$ cat src/rtl/fpau_ntt_seq.sv
// fpau_ntt_seq: in-place 256-point Dilithium NTT / inverse NTT sequencer.
// Reads coefficient pairs and twiddles and issues one butterfly at a time to the FPAU.
// It then writes both results back to the same addresses.
// Optional macro SEQ_INVNTT_SCALE_EN: inverse runs append a multiply-by-256^-1 pass.
module fpau_ntt_seq #(
    parameter int          FPAU_LAT = 3,
    parameter logic [31:0] N_INV    = 32'd8347681
) (
    input  logic        CLK,
    input  logic        RST,
    input  logic        start,
    input  logic        inv,
    output logic        busy,
    output logic        done,
    output logic [7:0]  mem_raddr,
    output logic        mem_ren,
    input  logic [31:0] mem_rdata,
    output logic [7:0]  mem_waddr,
    output logic        mem_we,
    output logic [31:0] mem_wdata,
    output logic [7:0]  zeta_addr,
    input  logic [31:0] zeta_data,
    output logic        fpau_en,
    output logic [3:0]  fpau_op,
    output logic [31:0] fpau_a0,
    output logic [31:0] fpau_a1,
    output logic [31:0] fpau_omega,
    output logic [31:0] fpau_acc,
    input  logic [31:0] fpau_rsum,
    input  logic [31:0] fpau_out2
);

`ifdef SEQ_INVNTT_SCALE_EN
    localparam bit SCALE_EN = 1'b1;
`else
    localparam bit SCALE_EN = 1'b0;
`endif

    localparam logic [3:0] OP_CT = 4'b0000;
    localparam logic [3:0] OP_GS = 4'b0011;
    localparam int         CW    = $clog2(FPAU_LAT + 1) + 1;

    typedef enum logic [3:0] {
        DRAIN, IDLE, RD0, RD1, RD2, ISSUE, WAIT, WR0, WR1, DONE
    } state_t;

    state_t        state_q, state_d;
    logic [CW-1:0] cnt_q;          // drain / FPAU latency counter
    logic [7:0]    j_q, len_q, k_q;
    logic          inv_q, scale_q;
    logic [3:0]    op_q;
    logic [31:0]   a0_q, a1_q, om_q, out2_q;

    logic [8:0]    j_inc, blk_next;
    logic          blk_end, layer_end, last_layer, last_bfly, scale_start;

    // Index bookkeeping: j walks the lower half of each block of 2*len.
    // The block ends when j+1 reaches the upper half, and the layer ends when the next block would start at 256.
    always_comb begin
        j_inc       = {1'b0, j_q} + 9'd1;
        blk_next    = j_inc + {1'b0, len_q};
        blk_end     = |(j_inc[7:0] & len_q);
        layer_end   = blk_end && blk_next[8];
        last_layer  = inv_q ? len_q[7] : len_q[0];
        last_bfly   = layer_end && last_layer;
        scale_start = SCALE_EN && inv_q && last_bfly;
    end

    // State register
    always_ff @(posedge CLK or posedge RST) begin
        if (RST) state_q <= DRAIN;
        else     state_q <= state_d;
    end

    // Next-state and output decode; every output is zero outside its own state
    always_comb begin
        state_d   = state_q;
        busy      = 1'b0;
        done      = 1'b0;
        mem_ren   = 1'b0;
        mem_raddr = 8'd0;
        mem_we    = 1'b0;
        mem_waddr = 8'd0;
        mem_wdata = 32'd0;
        zeta_addr = 8'd0;
        fpau_en   = 1'b0;
        case (state_q)
            DRAIN: if (cnt_q == CW'(FPAU_LAT)) state_d = IDLE;
            IDLE:  if (start) state_d = RD0;
            RD0: begin
                busy      = 1'b1;
                mem_ren   = 1'b1;
                mem_raddr = j_q;
                zeta_addr = scale_q ? 8'd0 : k_q;
                state_d   = RD1;
            end
            RD1: begin
                busy      = 1'b1;
                mem_ren   = !scale_q;
                mem_raddr = scale_q ? 8'd0 : j_q + len_q;
                state_d   = scale_q ? ISSUE : RD2;
            end
            RD2: begin
                busy    = 1'b1;
                state_d = ISSUE;
            end
            ISSUE: begin
                busy    = 1'b1;
                fpau_en = 1'b1;
                state_d = WAIT;
            end
            WAIT: begin
                busy = 1'b1;
                if (cnt_q == CW'(FPAU_LAT - 1)) state_d = WR0;
            end
            WR0: begin
                busy      = 1'b1;
                mem_we    = 1'b1;
                mem_waddr = j_q;
                mem_wdata = fpau_rsum;
                if (!scale_q)           state_d = WR1;
                else if (j_q == 8'hff)  state_d = DONE;
                else                    state_d = RD0;
            end
            WR1: begin
                busy      = 1'b1;
                mem_we    = 1'b1;
                mem_waddr = j_q + len_q;
                mem_wdata = out2_q;
                state_d   = (last_bfly && !scale_start) ? DONE : RD0;
            end
            DONE: begin
                done    = 1'b1;
                state_d = IDLE;
            end
            default: state_d = DRAIN;
        endcase
    end

    // Datapath: run setup, operand capture, latency counting and index advance
    always_ff @(posedge CLK or posedge RST) begin
        if (RST) begin
            cnt_q   <= '0;
            j_q     <= 8'd0;
            len_q   <= 8'd0;
            k_q     <= 8'd0;
            inv_q   <= 1'b0;
            scale_q <= 1'b0;
            op_q    <= OP_CT;
            a0_q    <= 32'd0;
            a1_q    <= 32'd0;
            om_q    <= 32'd0;
            out2_q  <= 32'd0;
        end else begin
            case (state_q)
                DRAIN: cnt_q <= cnt_q + CW'(1);
                IDLE: if (start) begin
                    inv_q   <= inv;
                    scale_q <= 1'b0;
                    j_q     <= 8'd0;
                    len_q   <= inv ? 8'd1 : 8'd128;
                    k_q     <= inv ? 8'd255 : 8'd1;
                end
                RD1: begin
                    if (scale_q) begin
                        a0_q <= 32'd0;
                        a1_q <= mem_rdata;
                        om_q <= N_INV;
                        op_q <= OP_CT;
                    end else begin
                        a0_q <= mem_rdata;
                        om_q <= inv_q ? (32'd0 - zeta_data) : zeta_data;
                        op_q <= inv_q ? OP_GS : OP_CT;
                    end
                end
                RD2:   a1_q  <= mem_rdata;
                ISSUE: cnt_q <= '0;
                WAIT:  cnt_q <= cnt_q + CW'(1);
                WR0: begin
                    // out2 is written one cycle later, so hold it here
                    out2_q <= fpau_out2;
                    if (scale_q) j_q <= j_q + 8'd1;
                end
                WR1: begin
                    if (scale_start) begin
                        scale_q <= 1'b1;
                        j_q     <= 8'd0;
                    end else if (layer_end) begin
                        j_q   <= 8'd0;
                        len_q <= inv_q ? (len_q << 1) : (len_q >> 1);
                    end else if (blk_end) begin
                        j_q <= blk_next[7:0];
                    end else begin
                        j_q <= j_inc[7:0];
                    end
                    if (blk_end) k_q <= inv_q ? k_q - 8'd1 : k_q + 8'd1;
                end
                default: ;
            endcase
        end
    end

    assign fpau_op    = op_q;
    assign fpau_a0    = a0_q;
    assign fpau_a1    = a1_q;
    assign fpau_omega = om_q;
    assign fpau_acc   = 32'd0;

endmodule

$ cat config.mk
export PLATFORM = sky130hd
export DESIGN_NAME = fpau_ntt_seq
export DESIGN_NICKNAME = d
export VERILOG_FILES = /design/src/rtl/fpau_ntt_seq.sv
export SDC_FILE = /design/constraint.sdc
export NUM_CORES = 1
export LEC_CHECK = 0
export ABC_AREA = 1
export CORE_MARGIN = 3
export CORE_UTILIZATION = 42
export CTS_CLUSTER_DIAMETER = 60
export DETAILED_ROUTE_END_ITERATION = 8
export HOLD_SLACK_MARGIN = 0.02
export PLACE_DENSITY = 0.78
export SLEW_MARGIN = 40
export SYNTH_ARGS = -nofsm -noshare
export SYNTH_HDL_FRONTEND = slang
export SYNTH_SLANG_ARGS = --single-unit
$ cat constraint.sdc
create_clock -name CLK -period 5.2 [get_ports CLK]
set_input_delay 1.04 -clock CLK [delete_from_list [all_inputs] [get_ports CLK]]
set_output_delay 1.04 -clock CLK [all_outputs]
set_load 0.005 [all_outputs]
==> results by stage <==
Run status:
- The run finished with clean final reports.

Worst setup path:
- The kind of cell adding the most delay to the critical path is adder cells.
- The buffers plus inverters on the worst setup path is 1.
- The critical path goes through ha_1, fa_1, nand3_1, nand3_1, nand2_1, a21oi_1, o21ai_0, nand3_1, nand2_1, clkdlybuf4s50_1.
- STA puts the critical path data required time at 4.16 ns.
- STA classifies the critical path startpoint as a flip-flop.
- The category of the worst setup path capture point is an output pin.
- The startpoint-to-endpoint class of the critical path is flip-flop to output pin.
- The data arrival time of the critical path is 2.88 ns.
- The start point of the critical path is len_q[0]$_DFFE_PP0P_.
- The startpoint identified for the worst register-to-register timing path is inv_q$_DFFE_PP0P_.
- The delay of the slowest critical-path stage is 0.50 ns.
- Among all stages on the critical path, the largest delay is contributed by clkdlybuf4s50_1.
- The most numerous cell on the critical path is nand3_1.
- In this run the worst path has a maximum fanout of 4.

Place:
- The congestion estimate from routability-driven global placement came to 0.9226.
- After legalization and detailed placement, the total HPWL measured 20.51 mm.
- The count of buffers added on input and output ports is 290.
- The placed instance count is 1779.
- The minimum setup slack after placement is 1.759 ns.

Clock tree:
- In this run the clock root is driven by a clkbuf_16.
- Post-CTS timing repair inserted 0 buffers for setup.
- The total CTS buffers is 17.
- The count of hold-fix buffers inserted at cts is 0.
- The depth of the CTS H-tree is 4.
- TritonCTS built the clock tree.
- For the worst-skew pair, the clock arrives at the later sink with an insertion delay of 0.43 ns.
- The post-cts resize count is 0.
- The clock transition at the registers of the reported paths is 0.07 ns.
- The clock passes through at most 2 buffers.
- The clock drives 161 sinks.

Timing:
- The number of hold-slack violations in the final timing report was 0.
- The number of failing setup endpoints in the final timing report is 0.
- The summed negative setup slack over all endpoints is 0 ns.
- Derived from the worst setup path, the maximum achievable clock frequency is 0.2553 GHz.
- At the pin with the least slew margin, the transition time is 0.7149 ns.
- Setup repair after global routing left no endpoint under its margin.
- Clock skew on the completed layout was measured at 0.01436 ns.
- The final critical-path setup slack is 1.282 ns.
- The minimum clock period after layout is 3.918 ns.
- Measured against its own limit, the worst slew margin works out to 52.34%.
- The number of pins with negative max-slew slack in the final report is 0.
- The share of the clock period used by the worst path after layout is 75.34%.

Logic synthesis:
- By area the synthesized netlist is led by dfrtp_1 (43%), nand2_1 (14%), o21ai_0 (6.8%), inv_1 (6.4%), nand3_1 (4.0%).
- The most frequent cell after synthesis is nand2_1.
- The count of synthesis-stage warnings from yosys is 0.
- The share of flip-flops with an asynchronous set or reset after synthesis is 100.0%.
- The cell taking the most area after synthesis is dfrtp_1.
- The share of synthesized area in the top cell type comes to 42.63%.
- Yosys mapped a number of flops with a built-in enable equal to 0.
- The most instantiated flip-flop cell in the synthesis netlist is dfrtp_1.
- After synthesis, the most frequently instantiated cells are nand2_1 (346), dfrtp_1 (161), inv_1 (161).
- The synthesized area is 0.009452 mm^2.
- In the synthesized netlist, the number of instances is 1250.
- In this run, synthesis produced a sequential element count of 161.
- After synthesis, flip-flops and latches occupy 42.63% of the total area.
- The average cell area after synthesis is 7.561 um^2.
- The post-synthesis cell type count is 45.

Global route:
- Entering global routing, the biggest net connects 102 pins.
- For this run, global-route usage on met1 was measured as 27.41%.
- For this run the aggregate overflow at the end of global routing stands at 0.
- The global-route usage over all layers is 21.72%.
- The highest-utilization routing layer at the global route stage is met2.
- The initial antenna violation count is 0.
- The wire length of the first global-routing pass is 42.84 mm.
- For met2 alone, demand over resource in global routing was 37.59%.
- For met3 alone, demand over resource in global routing was 5.215%.
- The via count of the first global-routing pass is 8585.

Route:
- The overall via count from detail_route is 9012.
- In the final routed layout, each cell accounts on average for 14.91 um.
- After detailed routing, the number of remaining DRC violations is 0.
- The count of routing violations after the opening detailed-route iteration is 571.
- The number of antenna-violating nets in the routed design is 0.
- The final layout contains routed wiring with a total length of 27.00 mm.
- The first TritonRoute pass finished after 5 iterations.
- After detailed routing, the number of vias per cell comes to 4.976.

Layout:
- The total number of nets in the final design is 1679.
- The finished layout holds 1811 standard cells, fillers aside.
- The number of diodes is 0.
- From synthesis to final layout, the design area changed by 37.57%.
- The fraction of layout instances using a drive strength above 1 is 5.160%.

Worst hold path:
- The worst min-delay path startpoint is fpau_omega[30]$_DFFE_PP0P_.
- The path class of the tightest hold or removal check is flip-flop to flip-flop.

Run:
- The count of max-cap constraint violations is 0.

Floorplanning:
- In this run the vertical extent of the chip is 156.0 um.
- The floorplan step defined a die boundary enclosing 0.02434 mm^2.
- During I/O placement, the number of pins put on the boundary was 325.
- In this run the core area contains 54 standard-cell rows.
- The total area inside the core boundary comes to 0.02196 mm^2.
- The floorplan step set the die width to 156.0 um.
- Once the floorplan was initialized, standard cells occupied 43.04% of the core.

Power and ir drop:
- The power density over the cells is 530.9 mW/mm^2.
- The maximum ir drop on the vdd rail is 0.0002168 V.
- The completed layout was analyzed and its total power is 6.903 mW.
- The analysis attributes to cell leakage a power of 6.149 nW.
==> flip-flops by register name, summed over array words and instances (netlist names) <==
name / cells
len_q: 8
fpau_a1: 32
j_q: 8
fpau_a0: 32
out2_q: 32
fpau_op: 1
fpau_omega: 32
state_q: 4
inv_q: 1
cnt_q: 3
k_q: 8
==> placed cells by master, fill, tap and decap left out, types with 5 or more instances in the layout <==
cell             instances
a21oi_1                 16
a22oi_1                  6
a31oi_1                  5
clkbuf_16               17
clkdlybuf4s50_1        290
conb_1                  34
dfrtp_1                160
ha_1                    26
inv_1                  160
inv_2                    7
inv_8                    5
nand2_1                345
nand2_4                  7
nand3_1                 76
nand4_1                 17
nor2_1                  72
nor2_2                   7
nor2_4                   5
nor3_1                  10
o21ai_0                128
o21ai_1                 47
o22ai_1                 14
xnor2_1                  5
xor2_1                  23
==> area by class of cell <==
class,count,area (um^2)
clock buffers,17,425.4
clock inverters,15,162.7
fillers,1968,8956
inverters,170,643.1
multi-input cells,874,4427
flip-flops and latches,161,4033
well taps,280,350.3
repair buffers,294,2962
==> per-stage QoR <==
stage          hold WS (ns)  instance area, um^2  utilization, %
5_1_grt              0.5027                13000           59.21
4_1_cts              0.4868                13000           59.21
6_report             0.4799                13000           59.21
3_3_place_gp         0.4598                12400           56.48
3_5_place_dp         0.4655                12410           56.54
2_1_floorplan        0.4431                 9579               -
==> power by group <==
| group | internal (mW) | switching, mW |
|---|---|---|
| logic | 1.64 | 1.76 |
| registers | 1.86 | 0.411 |
| clock network | 0.644 | 0.592 |
| total | 4.14 | 2.77 |
==> cells by family (layout without fill, tap and decap cells) <==
kind of cell | after synthesis | after routing | share of synthesized area (%)
adders and majority gates | 29 | 29 | 4.077
and+or+nand+nor | 556 | 556 | 25.85
DFF | 161 | 161 | 42.63
xor gates and xnor gates | 28 | 28 | 2.595
buffers and inverters | 248 | 496 | 11.93
AOI/OAI and AO/OA | 227 | 227 | 12.88
other | 1 | 34 | 0.03968
==> worst reg2reg max path, cell delays in order, from the launching register on <==
cell and delay (ns):
dfrtp_4 0.81, clkinv_1 0.71, fa_1 0.67, inv_1 0.09, nand4_1 0.13, nand4_1 0.12, nand3_1 0.08, a22oi_1 0.15
==> final timing paths <==
check | slack [ns] | to | depth (start not counted)
hold reg to reg | 0.48 | fpau_omega[30]$_DFFE_PP0P_ | 2
max in group asynchronous | 3.26 | fpau_a1[30]$_DFFE_PP0P_ | 3
min in group asynchronous | 1.01 | fpau_a1[12]$_DFFE_PP0P_ | 2
setup / recovery | 1.28 | mem_waddr[6] | 10
setup reg to reg | 2.34 | k_q[6]$_DFFE_PP0P_ | 7
hold / removal | 0.48 | fpau_omega[30]$_DFFE_PP0P_ | 2
==> layer usage <==
| layer | up-vias | share of wire, % |
|---|---|---|
| met5 | - | 0 |
| met4 | 0 | 0.83 |
| met3 | 19 | 7.5 |
| met2 | 318 | 48 |
| met1 | 4205 | 43 |
| li1 | 4470 | - |
Note: power is estimated with default switching activity, not from simulation.
==> patch (config.mk and constraints unchanged) <==
Build with the macro `SEQ_INVNTT_SCALE_EN` defined.
--- a/src/rtl/fpau_ntt_seq.sv
+++ b/src/rtl/fpau_ntt_seq.sv
@@ -4,2 +4,4 @@
 // Optional macro SEQ_INVNTT_SCALE_EN: inverse runs append a multiply-by-256^-1 pass.
+`define SEQ_INVNTT_SCALE_EN
+
 module fpau_ntt_seq #(
Formal check against the unedited RTL: same outputs for any inputs over 10 cycles, from zero or initial values and one cycle with RST high; that may be too few to reach the edited logic, so the function may still have changed.
==> patch against the original RTL <==
Critical path depth unchanged; cell area increased by 0.41%; cell count decreased by 2.7%; total power decreased by 5.6%; register-to-register slack got worse by 0.51 ns; wire length increased by 2.6%; non-clock buffer count increased by 3; sequential cell count increased by 1; setup slack improved by 0.12 ns; area after synthesis increased by 0.64%.
==> patch: results (changes against the original RTL) <==
Logic synthesis
  – Yosys cell types: 51 (+13%)
  – Synth Area in Adders: 0.0405 (-0.000257)
  – Sequential share of the synthesized area: 0.426 (about the same)
  – Commonest cells post-synth: 300 x nand2_1, 162 x dfrtp_1, 147 x inv_1
  – Post-synthesis mux area share: 0.0308 (+0.0308)
  – Xor and xnor area share after synthesis: 0.0184 (-0.00753)
  – Combinational family with the most area after synthesis: simple AND/OR/NAND/NOR gates
  – Synth top area cells: dfrtp_1 43%, nand2_1 12%, o21ai_0 6.1%
  – Compound-Gate Fraction of Synth Area: 0.154 (+0.0256)

Min path
  – Hold Crit Start: fpau_omega[10]
  – Hold Crit Depth: 2 (unchanged)
  – Hold endpoint: fpau_omega[10]
  – Hold WC Path Type: reg -> reg

Final layout
  – Layout net count: 1630 (-2.9%)
  – N_diodes: 0 (unchanged)
  – Layout cells sized above 1: 0.0729 (+0.0213)

Worst setup path
  – R2r worst-path depth: 14 (+7)
  – Crit path max fanout: 5 (+1)
  – Crit-path max cell delay: 0.49 ns
  – CP Data Arrival Time: 2.76 ns (-0.12 ns)
  – Capturing point of the worst reg2reg path: k_q[3]
  – Top Family by Delay on Critical Path: adder cells
  – Worst reg2reg startpoint: j_q[0]
  – Worst R2R Setup Slack: 1.83 ns (-0.51 ns)
  – Crit-path slowest cell: clkdlybuf4s50_1

Placed design
  – Pre-CTS setup slack: 1.70 ns (-0.0602 ns)
  – Hpwl dp: 20300 µm (-0.86%)
  – GPL Wtd Cong: 0.896 (-2.9%)

Clock tree
  – Post-cts sizing count: 0 (unchanged)
  – CTS HTree Levels: 4 (unchanged)
  – Clock Latency Late Sink: between 0.4 and 0.5 ns
  – TritonCTS buffer count: 17 (unchanged)
  – Maximum clock path buffer count: 2 (unchanged)

Route
  – Total number of vias: 8992 (-0.22%)
  – DRT iter0 DRCs: 594 (+4.0%)
  – Wire length per cell: 15.7 µm (+5.5%)
  – Metal-1 WL: 11700 µm (-0.16%)
  – DR WL met3: 2010 µm (-0.45%)
  – WL met2: 13300 µm (+1.9%)
  – DRT Pass-1 Iters: 5 (unchanged)

GRT
  – First-pass GRT wire length: 44000 µm (+2.7%)
  – Met1 usage: 0.289 (+0.0150)
  – GR Util met3: 0.0517 (-0.000435)
  – Antenna violations before repair: 0 (unchanged)
  – GR Util met2: 0.370 (-0.00614)
  – All-Layer GR Usage: 0.223 (+0.00547)
  – Vias in the first global route: 8664 (+0.92%)
  – Largest net degree at the start of global routing: 138 (+35%)

STA
  – Final period util: 0.731 (-0.0226)
  – Hold slack: 0.482 ns (+0.00211 ns)
  – Rel. slew slack: 0.511 (-0.0125)
  – Worst Clk Skew: 0.00855 ns (-0.00581 ns)

Power
  – Pleak: 0.00602 µW (-2.1%)
  – VDD IR max: 0.255 mV (+18%)

Outcome
  – Outcome: complete, no violations
## patch: changes by cell type after synthesis, moves of 11 or more
cell     unedited run  this run
a21oi_1            16        45
a22o_1              1        29
inv_1             161       147
mux2_2              0        18
nand2_1           346       300
nand3_1            76        52
o21ai_0           128       115
o21ai_1            47         2
xor2_1             23        12
## patch: through the flow
step,cell area [µm²],cells
after floorplan,9640,1235
after global placement,12500,1730
after detailed placement,12500,1730
after CTS,13100,1762
after global routing,13100,1762
final,13100,1762
## patch: area by class of cell
class                           instances  area [µm²]
Inverter                              157         593
Clock inverter                         15         163
Timing Repair Buffer                  297        2970
Tap cell                              280         350
Sequential cell                       162        4050
Multi-Input combinational cell        834        4500
Clock buffer                           17         425
Fill cell                            1945        8970
## patch: report_power, final
part	internal [µW]	switching, µW	total (µW)
clock network	644	602	1250
registers	1820	311	2130
logic	1550	1590	3140
